==> config.mk <==
export PLATFORM = sky130hd
export DESIGN_NAME = uart_rx_frontend
export DESIGN_NICKNAME = d
export VERILOG_FILES = /design/src/rtl/uart_rx_frontend.sv
export SDC_FILE = /design/constraint.sdc
export NUM_CORES = 1
export LEC_CHECK = 0
export CORE_MARGIN = 4
export CORE_UTILIZATION = 45
export DETAILED_ROUTE_END_ITERATION = 12
export GPL_TIMING_DRIVEN = 0
export PLACE_DENSITY = 0.7
export REMOVE_ABC_BUFFERS = 1
export SLEW_MARGIN = 20
export SYNTH_ARGS = -nofsm -noshare
export SYNTH_HDL_FRONTEND = slang
export SYNTH_SLANG_ARGS = --single-unit
==> constraint.sdc <==
create_clock -name sysclk -period 2.3 [get_ports sysclk]
set_input_delay 0.46 -clock sysclk [delete_from_list [all_inputs] [get_ports sysclk]]
set_output_delay 0.46 -clock sysclk [all_outputs]
set_load 0.005 [all_outputs]
==> src/rtl/uart_rx_frontend.sv <==
// rtl/uart_rx_frontend.sv - 16x oversampled 8N1 UART receive front end with valid/ack byte holding
module uart_rx_frontend #(
    parameter int CLK_FREQ   = 100000000,
    parameter int BAUD       = 9600,
    parameter int OVERSAMPLE = 16
) (
    input  logic       sysclk,
    input  logic       reset,
    input  logic       rxd,
    input  logic       rx_ack,
    output logic [7:0] rx_data,
    output logic       rx_valid,
    output logic       rx_busy,
    output logic       frame_err,
    output logic       overrun
);

    localparam int DIV = CLK_FREQ / (BAUD * OVERSAMPLE);
    localparam int TW  = (DIV > 1) ? $clog2(DIV) : 1;
    localparam logic [TW-1:0] TICK_LAST = TW'(DIV - 1);

    typedef enum logic [2:0] {
        S_IDLE,
        S_START,
        S_DATA,
        S_STOP,
        S_BREAK
    } state_t;

    state_t        state;
    state_t        state_next;
    logic          rxd_meta;
    logic          rxs;
    logic [TW-1:0] tick_cnt;
    logic [3:0]    samp_cnt;
    logic [2:0]    bit_idx;
    logic [7:0]    shift;

    logic tick;
    logic mid_start;
    logic bit_end;
    logic cnt_clr;
    logic shift_en;
    logic load_byte;
    logic set_ovr;
    logic set_ferr;

    assign tick      = ((state == S_START) || (state == S_DATA) || (state == S_STOP))
                       && (tick_cnt == TICK_LAST);
    assign mid_start = tick && (samp_cnt == 4'd7);
    assign bit_end   = tick && (samp_cnt == 4'd15);

    always_ff @(posedge sysclk) begin
        if (reset) begin
            state <= S_IDLE;
        end else begin
            state <= state_next;
        end
    end

    always_comb begin
        state_next = state;
        cnt_clr    = 1'b0;
        shift_en   = 1'b0;
        load_byte  = 1'b0;
        set_ovr    = 1'b0;
        set_ferr   = 1'b0;
        case (state)
            S_IDLE: begin
                if (!rxs) begin
                    state_next = S_START;
                    cnt_clr    = 1'b1;
                end
            end
            S_START: begin
                if (mid_start) begin
                    if (rxs) begin
                        state_next = S_IDLE;
                    end else begin
                        state_next = S_DATA;
                        cnt_clr    = 1'b1;
                    end
                end
            end
            S_DATA: begin
                // Counting 16 ticks from the start-bit midpoint lands each sample mid-bit.
                if (bit_end) begin
                    shift_en = 1'b1;
                    if (bit_idx == 3'd7) begin
                        state_next = S_STOP;
                    end
                end
            end
            S_STOP: begin
                if (bit_end) begin
                    if (rxs) begin
                        if (!rx_valid || rx_ack) begin
                            load_byte = 1'b1;
                        end else begin
                            set_ovr = 1'b1;
                        end
                        state_next = S_IDLE;
                    end else begin
                        set_ferr   = 1'b1;
                        state_next = S_BREAK;
                    end
                end
            end
            S_BREAK: begin
                // A line held low must go high before another start bit can be seen.
                if (rxs) begin
                    state_next = S_IDLE;
                end
            end
            default: begin
                state_next = S_IDLE;
            end
        endcase
    end

    always_ff @(posedge sysclk) begin
        if (reset) begin
            rxd_meta  <= 1'b1;
            rxs       <= 1'b1;
            tick_cnt  <= '0;
            samp_cnt  <= 4'd0;
            bit_idx   <= 3'd0;
            shift     <= 8'd0;
            rx_data   <= 8'd0;
            rx_valid  <= 1'b0;
            rx_busy   <= 1'b0;
            frame_err <= 1'b0;
            overrun   <= 1'b0;
        end else begin
            rxd_meta <= rxd;
            rxs      <= rxd_meta;
            rx_busy  <= (state_next != S_IDLE);

            if ((state == S_IDLE) || (state == S_BREAK) || cnt_clr) begin
                tick_cnt <= '0;
            end else if (tick_cnt == TICK_LAST) begin
                tick_cnt <= '0;
            end else begin
                tick_cnt <= tick_cnt + TW'(1);
            end

            if ((state == S_IDLE) || cnt_clr) begin
                samp_cnt <= 4'd0;
            end else if (tick) begin
                samp_cnt <= samp_cnt + 4'd1;
            end

            if (state != S_DATA) begin
                bit_idx <= 3'd0;
            end else if (shift_en) begin
                bit_idx <= bit_idx + 3'd1;
            end

            if (shift_en) begin
                shift[bit_idx] <= rxs;
            end

            if (load_byte) begin
                rx_data <= shift;
            end

            // A completing byte takes priority over the clear from an ack.
            if (load_byte) begin
                rx_valid <= 1'b1;
            end else if (rx_ack) begin
                rx_valid <= 1'b0;
            end

            if (set_ferr) begin
                frame_err <= 1'b1;
            end else if (rx_ack) begin
                frame_err <= 1'b0;
            end

            if (set_ovr) begin
                overrun <= 1'b1;
            end else if (rx_ack) begin
                overrun <= 1'b0;
            end
        end
    end

endmodule

==> results by group <==
Die
  – Core region area: 4058 µm²
  – Io pins: 16
  – Chip height: 73.08 µm
  – Initial Utilization: 46.96%
  – Die width: 73.08 µm
  – Die area: 5340 µm²
  – Rows: 23

Pwr
  – Power, Total: 1334 µW
  – Peak supply drop: 345.9 µV
  – Power Density: 614.3 nW/µm²
  – LEAKAGE: 0.0007896 µW

Worst setup path
  – Critical Path RT: 2450 ps
  – FF-to-FF setup slack: 100 ps
  – R2r endpoint: shift[5]
  – Crit-path cells: ha_1, and3_1, nand4_1, nor4b_1, mux2i_1, nor2_1
  – Critical path class: flop to flop
  – WP data arrival: 2350 ps
  – Max FO, Critical Path: 8
  – CP bufs+invs: 0
  – Crit. End Element: flop
  – Slowest-stage cell, CP: nor4b_1
  – CP startpoint kind: flop
  – Register-to-Register Path Depth: 6
  – Slowest Stage Delay on Critical Path: 520 ps
  – Worst R2R Start: samp_cnt[0]
  – Delay-heaviest family, CP: simple AND/OR/NAND/NOR gates

Clock network
  – H-tree Lvls: 2
  – CTS tree: built
  – Clock Tree Buf Depth: 2
  – Setup bufs post-CTS: 0
  – Root buf cell: clkbuf_8
  – Clock-pin slew on the worst setup and hold paths: 80 ps
  – Post-CTS sizing: 0
  – CTS Buf Count: 5
  – Num Clock Sinks: 42
  – Worst-skew pair later-pin latency: 300 ps
  – Count of hold-fix buffers inserted at cts: 0

Synth
  – Post-synthesis cell area: 1906 µm²
  – Number of synthesized register bits: 42
  – Yosys cell types: 42
  – Sequential area share after synthesis: 44.12%
  – Post-synth EDFFs: 0
  – Synth Instances: 200
  – Synth warnings: 0
  – Most used DFF post-synth: dfxtp_1
  – Mapped Avg Cell Area: 9.528 µm²
  – Synth async-reset ratio: 0%

Timing
  – Endpoints failing setup: 0
  – Final Max Slew Viols: 0
  – Setup TNS: 0 ps
  – Worst-margin pin slew: 902.9 ps
  – Fin crit period: 2195 ps
  – Final-report hold violation count: 0
  – Clock skew: 7.371 ps
  – Unrepaired setup endpoints after global routing: true
  – Fmax: 455.5 MHz
  – Slew HR: 39.71%
  – Fin crit share: 95.45%

Global routing
  – Global-route wire length before repair: 5568 µm
  – Gr ovfl total: 0
  – Gr usage total: 13.37%
  – Vias in the first global route: 1240
  – Initial antenna violation count: 0
  – Maximum number of pins on one net before global-route repair: 28

Route
  – DR pass1 iterations: 7
  – Antenna Nets Post-Route: 0
  – Drt via density: 5.186
  – Post-DR wirelength/cell: 12.22 µm
  – Routed wire length on met2: 1398 µm
  – Metal1 wirelength: 1645 µm
  – Initial DRC Count: 76
  – DR DRC count: 0
  – Top routing layer in use: met4
  – Met3 wire len: 112 µm
  – Routed WL: 3213 µm
  – Routed via count: 1364

Finish
  – ANT cells: 0
  – Layout cell share with drive strength beyond 1: 8.451%
  – # nets final: 221
  – Sequential cell area: 842.1 µm²
  – Multi-input gate area: 993.5 µm²
  – Area grow syn2layout: 13.92%
  – Fillcell total: 363

Worst hold path
  – Worst hold path cell count: 1
  – Hold Crit Class: flop to flop
  – WHS Endpoint: rxs
  – HP Start: rxd_meta

Place
  – Detailed placer's ending HPWL: 2165 µm
  – Placer Congestion: 0.8087
  – Buffers on Ports: 15

Outcome
  – Status: finished, final reports clean

Job
  – Max-Cap Viols: 0
sequential cells by signal (all words and copies together), names as in the netlist:
name / cells
tick_cnt: 10
rx_valid: 1
rx_data: 8
state: 3
rx_busy: 1
rxs: 1
shift: 8
samp_cnt: 4
bit_idx: 3
rxd_meta: 1
frame_err: 1
overrun: 1
report_power, final:
group | switching, µW | internal (µW) | leakage [µW] | total (µW)
clock network | 249 | 319 | 0.0000579 | 568
logic | 14.3 | 12.1 | 0.000392 | 26.5
registers | 8.09 | 731 | 0.000339 | 739
total | 271 | 1060 | 0.000790 | 1330
kinds of logic (layout without fill, tap and decap cells):
logic type	after synthesis	count (layout)	share of synthesized area, %
DFF	42	42	44.12
adders and majority gates	5	5	3.283
AOI/OAI and AO/OA	13	13	4.662
muxes	18	18	9.455
xor gates and xnor gates	12	12	5.515
buffers and inverters	13	26	4.070
and+or+nand+nor	97	97	28.89
per-layer routing:
metal  GRT usage (%)  vias up
li1                -      722
met1           17.88      620
met2           18.67       17
met3           5.372        5
met4           6.148        0
met5               0        -
cells in the mapped netlist (all sizes together) (2+ instances only):
cell	number	share of area [%]
nand2b	3	0.99
nor2	37	7.3
a21oi	3	0.79
nand4	3	1.3
xor2	7	3.2
buf	5	2.2
clkbuf	4	0.79
nand3b	2	0.79
or3	3	0.99
dfxtp	42	44
nor3b	3	2.6
mux2i	18	9.5
nor4b	4	1.8
a31oi	2	0.66
ha	5	3.3
nor3	7	1.8
xnor2	5	2.3
nor4	4	1.3
a41oi	3	1.4
nand3	10	3.3
nor2b	2	0.66
inv	3	0.59
nand2	7	1.4
and3	4	1.4
o21ai	2	0.53
or2	2	0.66
layout make-up:
cell class,count,share of cell area [%]
flip-flops and latches,42,38.79
clock buffers,5,3.170
multi-input cells,145,45.76
inverters,3,0.5187
repair buffers,15,7.032
well taps,50,2.882
clock inverters,3,1.844
stage by stage:
step           utilization (%)  setup slack, ps  instances  cell area [µm²]  hold slack [ps]
2_1_floorplan                -            456.1        190             1839            389.5
3_3_place_gp             50.57           -345.5        255             2052            391.2
3_5_place_dp             50.57           -330.3        255             2052            397.2
4_1_cts                  53.25            5.625        263             2161            417.5
5_1_grt                  53.50           -27.04        263             2171            422.1
6_report                 53.50            104.6        263             2171            419.3
worst max path at each step:
| stage | start | end | slack [ps] | cells past startpoint |
|---|---|---|---|---|
| after floorplan | state[0] | rx_busy | 460 | 5 |
| after global placement | reset | rx_busy | -350 | 5 |
| after detailed placement | reset | rx_busy | -330 | 5 |
| after CTS | reset | rx_busy | 6 | 5 |
| after global routing | samp_cnt[0] | shift[3] | -30 | 6 |
| final | samp_cnt[0] | shift[5] | 100 | 6 |
placed cells by master, fill, tap and decap left out, types with 3 or more instances in the layout:
master	Yosys	routed
inv_1	3	3
xor2_1	7	7
nand2b_1	3	3
dfxtp_1	42	41
and3_1	3	3
xnor2_1	5	5
clkdlybuf4s50_1	0	14
mux2i_1	18	18
nor4b_1	4	3
a41oi_1	3	3
a21oi_1	3	3
nand3_1	9	9
clkbuf_8	0	5
nor3_1	7	7
nand2_1	7	7
ha_1	5	5
or3_1	3	3
nor2_1	37	37
nor4_1	4	4
Power figures use the tool's default switching activity.
